**src/rtl/opt_rand_gen.sv**
```systemverilog
// Purpose: per-node xorshift64 random source for two_node (K, L and the two test randoms).
// Latency: outputs valid 3 cycles after random_run is sampled, +1 cycle per rejected candidate.
// Backpressure: none; random_run while busy is dropped, random_init aborts any draw.
//
// Ports:
//   clk, reset (async, active-low)
//   random_init / random_seed : load a new generator seed (zero seed is replaced by 1)
//   random_run / two_opt      : start one draw; two_opt selects 2-opt (1) or or-opt (0)
//   ready                     : idle, outputs hold a complete draw
//   K, L                      : city indices in 1..CITY_NUM-1
//   r_metropolis, r_exchange  : 32-bit uniform randoms
module opt_rand_gen #(
  parameter int          CITY_NUM   = 100,
  parameter logic [63:0] SEED_RESET = 64'h0123_4567_89AB_CDEF
) (
  input  logic        clk,
  input  logic        reset,
  input  logic        random_init,
  input  logic [63:0] random_seed,
  input  logic        random_run,
  input  logic        two_opt,
  output logic        ready,
  output logic [6:0]  K,
  output logic [6:0]  L,
  output logic [31:0] r_metropolis,
  output logic [31:0] r_exchange
);

  typedef enum logic [1:0] {
    IDLE   = 2'd0,
    DRAW_K = 2'd1,
    DRAW_L = 2'd2,
    DRAW_R = 2'd3
  } state_t;

  localparam logic [7:0] MAX_IDX = 8'(CITY_NUM - 1);

  state_t      state_q;
  logic [63:0] s_q;
  logic        mode_q;
  logic [6:0]  k_q;
  logic [6:0]  l_q;
  logic        ready_q;
  logic [6:0]  k_out_q;
  logic [6:0]  l_out_q;
  logic [31:0] rm_q;
  logic [31:0] re_q;

  // Generator step and candidate qualification, all from the current state.
  logic [63:0] t1;
  logic [63:0] t2;
  logic [63:0] s_d;
  logic [6:0]  cand;
  logic        cand_in_range;
  logic [7:0]  cand_diff;
  logic        k_ok;
  logic        l_ok;
  logic [63:0] seed_d;
  logic [6:0]  kl_min;
  logic [6:0]  kl_max;

  always_comb begin
    t1            = s_q ^ (s_q << 13);
    t2            = t1 ^ (t1 >> 7);
    s_d           = t2 ^ (t2 << 17);
    cand          = s_d[6:0];
    cand_in_range = (cand != 7'd0) && ({1'b0, cand} <= MAX_IDX);
    cand_diff     = (cand >= k_q) ? ({1'b0, cand} - {1'b0, k_q})
                                  : ({1'b0, k_q} - {1'b0, cand});
    k_ok          = cand_in_range;
    // 2-opt needs at least one city between the two cut points.
    l_ok          = cand_in_range && (cand != k_q) && (!mode_q || (cand_diff >= 8'd2));
    // xorshift has a fixed point at zero, so never load it.
    seed_d        = (random_seed == 64'd0) ? 64'd1 : random_seed;
    kl_min        = (k_q < l_q) ? k_q : l_q;
    kl_max        = (k_q < l_q) ? l_q : k_q;
  end

  always_ff @(posedge clk or negedge reset) begin
    if (!reset) begin
      state_q <= IDLE;
      s_q     <= SEED_RESET;
      mode_q  <= 1'b0;
      k_q     <= 7'd1;
      l_q     <= 7'd3;
      ready_q <= 1'b1;
      k_out_q <= 7'd1;
      l_out_q <= 7'd3;
      rm_q    <= 32'd0;
      re_q    <= 32'd0;
    end else if (random_init) begin
      // Init wins in every state: abort any draw, keep the last complete outputs.
      s_q     <= seed_d;
      state_q <= IDLE;
      ready_q <= 1'b1;
    end else begin
      case (state_q)
        IDLE: begin
          if (random_run) begin
            mode_q  <= two_opt;
            state_q <= DRAW_K;
            ready_q <= 1'b0;
          end
        end
        DRAW_K: begin
          s_q <= s_d;
          if (k_ok) begin
            k_q     <= cand;
            state_q <= DRAW_L;
          end
        end
        DRAW_L: begin
          s_q <= s_d;
          if (l_ok) begin
            l_q     <= cand;
            state_q <= DRAW_R;
          end
        end
        DRAW_R: begin
          s_q     <= s_d;
          rm_q    <= s_d[63:32];
          re_q    <= s_d[31:0];
          k_out_q <= mode_q ? kl_min : k_q;
          l_out_q <= mode_q ? kl_max : l_q;
          state_q <= IDLE;
          ready_q <= 1'b1;
        end
        default: begin
          state_q <= IDLE;
          ready_q <= 1'b1;
        end
      endcase
    end
  end

  assign ready        = ready_q;
  assign K            = k_out_q;
  assign L            = l_out_q;
  assign r_metropolis = rm_q;
  assign r_exchange   = re_q;

endmodule
```
**config.mk**
```make
export PLATFORM = sky130hd
export DESIGN_NAME = opt_rand_gen
export DESIGN_NICKNAME = d
export VERILOG_FILES = /design/src/rtl/opt_rand_gen.sv
export SDC_FILE = /design/constraint.sdc
export NUM_CORES = 1
export LEC_CHECK = 0
export CELL_PAD_IN_SITES_DETAIL_PLACEMENT = 1
export CELL_PAD_IN_SITES_GLOBAL_PLACEMENT = 1
export CORE_ASPECT_RATIO = 0.75
export CORE_MARGIN = 2
export CORE_UTILIZATION = 45
export DETAILED_ROUTE_END_ITERATION = 10
export GPL_TIMING_DRIVEN = 0
export MAX_ROUTING_LAYER = met4
export PLACE_DENSITY = 0.9
export SYNTH_ARGS = -nofsm -noshare
export SYNTH_HDL_FRONTEND = slang
export SYNTH_SLANG_ARGS = --single-unit
```
**constraint.sdc**
```tcl
create_clock -name clk -period 4.9 [get_ports clk]
set_input_delay 0.49 -clock clk [delete_from_list [all_inputs] [get_ports clk]]
set_output_delay 0.49 -clock clk [all_outputs]
set_load 0.005 [all_outputs]
```
==> results.json <==
{
  "cts-buffers-inserted": 17,
  "grt_pass1_vias": 8938,
  "synth_top_area_share_pct": 31.8,
  "grt_max_degree": 99,
  "syn_nets": 1101,
  "layout-drive-gt1-share_pct": 9.37,
  "cts_setup_buffers": 0,
  "crit_type": "reg2reg",
  "worst_pin_slew_ns": 0.928,
  "synth_ff_type": "dfrtp_1",
  "failed_checks": "hold timing",
  "setup-violations-final": 0,
  "cts_tree": "yes",
  "syn-cell-area_sq_um": 9520,
  "critPathLaunch": "s_q[7]",
  "die-area_sq_um": 22300,
  "hp-class": "in2async",
  "nFillCells": 2406,
  "crit_end": "l_q[0]",
  "drc": 0,
  "path_max_fanout": 7,
  "clock_sinks": 160,
  "worstSkewPairLatency_ns": 0.44,
  "cap_violations": 0,
  "start_kind": "register",
  "synth-seq-area-share_pct": 42.6,
  "end_kind": "register",
  "r2r_end": "l_q[0]",
  "r2r-start": "s_q[7]",
  "whs_ns": -0.0272,
  "overflow": 0,
  "fp.dieW_um": 172,
  "post_synth_inst_count": 1005,
  "reg2regPathDepth": 12,
  "ff2ff_setup_slack_ns": 0.88,
  "initial_core_util_pct": 45.4,
  "wire_per_inst_um": 24.6,
  "synth_edf_count": 0,
  "synth_cell_types": 52,
  "place.port_buffers": 147,
  "fin_crit_ns": 4.02,
  "fin_cells": 1474,
  "grt_first_pass_wirelength_um": 54300,
  "globalplace.congestion": 0.985,
  "row_count": 46,
  "postSynthAreaPerCell_sq_um": 9.47,
  "min_period_over_period_pct": 82.0,
  "rsz0062_at_grt": "no",
  "outcome": "finished, violations left",
  "ioPinCount": 148,
  "yosys-top-cells-count": "nand2_1 (153), xnor2_1 (149), dfrtp_1 (121)",
  "areaGrowthSynthToFinish_pct": 26.0,
  "cts_htree_levels": 4,
  "grt_usage_pct": 34.4,
  "synthArstFlopShare_pct": 100,
  "path_clk_slew_ns": 0.07,
  "synth_area_leaders": "dfrtp_1 (32%), xnor2_1 (14%), dfstp_2 (11%)",
  "critPathRequiredTime_ns": 5.27,
  "cts_root_buf": "clkbuf_16",
  "yosysMostFrequentCell": "nand2_1",
  "firstDrtPassIters": 5,
  "final_max_slew_viol_count": 0,
  "worstPathArrival_ns": 4.39,
  "max_freq_mhz": 249,
  "dp_cells": 1441,
  "ys_seq_elements": 160,
  "hpwlAfterDp_um": 27200,
  "synth_largest_area_cell": "dfrtp_1",
  "via_per_inst": 5.72,
  "cts.path.max_buffers": 2,
  "drt_iter0_markers": 802,
  "layout.nets": 1268,
  "fin_util_pct": 57.2,
  "antenna_found_initial": 1,
  "hold_viol": 15,
  "die_h_um": 130,
  "drtAntennaViolNets": 0,
  "route.final.wire_length_um": 36300,
  "cts_resized": 0,
  "yosysWarnings": 0,
  "ctsHoldBuffers": 0,
  "maxSlewHeadroom_pct": 37.5,
  "num_vias": 8437,
  "core_area_sq_um": 21000,
  "finClkSkew_ns": 0.0146
}
## cell families after synthesis
group / after synthesis / synth area share (%)
and+or+nand+nor: 264 / 12.2
xor gates and xnor gates: 212 / 19.8
AOI/OAI and AO/OA: 209 / 13.0
DFF: 160 / 42.6
buffers and inverters: 88 / 3.75
muxes: 45 / 5.01
adders and majority gates: 27 / 3.71
## per-stage QoR
stage	TNS (ns)	worst slack, ns	hold WS (ns)	area (sq um)
2_1_floorplan	0	1.60	0.194	9520
3_3_place_gp	-453.74	-3.36	0.464	11300
3_5_place_dp	0	0.934	0.463	11400
4_1_cts	0	0.914	0.00508	12000
5_1_grt	0	0.726	0.0109	12000
6_report	0	0.883	-0.0272	12000
## worst min-delay path by stage
| stage | depth (start not counted) | startpoint | end | slack [ns] |
|---|---|---|---|---|
| global route | 1 | reset | r_exchange[0] | 0.01 |
| global placement | 2 | r_exchange[29] | r_exchange[29] | 0.46 |
| floorplan | 0 | reset | K[1] | 0.19 |
| CTS | 1 | reset | r_exchange[0] | 0.005 |
| detailed placement | 2 | r_metropolis[27] | r_metropolis[27] | 0.46 |
| finish | 1 | reset | r_exchange[0] | -0.03 |
## state kept, by name (all words and copies together) (netlist names)
signal,count
l_q,7
mode_q,1
r_metropolis,32
ready,1
L,7
state_q,2
s_q,64
K,7
k_q,7
r_exchange,32
## cell usage in the layout (no fill, tap or decap), types with 18 or more instances in the layout
master             n
nand2_1          153
xnor2_1          149
clkdlybuf4s50_1  146
dfrtp_1          121
o21ai_0          107
xor2_1            61
nor2_1            54
clkbuf_1          43
dfstp_2           39
mux2i_1           27
a21oi_1           27
inv_1             25
ha_1              25
a21o_1            23
a211oi_1          18
nor4_1            18
## layer usage
metal | global-route usage (%) | up-vias | share of wire, %
li1 | - | 3703 | -
met1 | 46.9 | 4255 | 44
met2 | 51.6 | 430 | 45
met3 | 8.49 | 49 | 9.2
met4 | 9.19 | 0 | 1.8
met5 | - | - | 0
## critical path, stage by stage (launching register included)
cell and delay (ns):
dfstp_2 0.52, clkbuf_1 0.33, xnor2_1 0.32, inv_1 0.23
ha_1 0.29, fa_1 0.43, nand2b_1 0.19, a21oi_1 0.19
mux2_2 0.35, o21ai_0 0.15, nand4_1 0.30, nand3_4 0.30
mux2_4 0.33
## final cells by class
cell class	instances	area [sq um]	area share (%)
Antenna cell	1	2.50	0.0209
Buffer	62	259	2.16
Clock buffer	19	443	3.70
Clock inverter	13	161	1.35
Inverter	26	97.6	0.814
Multi-Input combinational cell	757	5110	42.6
Sequential cell	160	4050	33.8
Tap cell	288	360	3.01
Timing Repair Buffer	148	1500	12.5
Power is left out: the tool's default activity adds up to more than one toggle a clock period on the data nets, which glitch-free logic cannot reach.
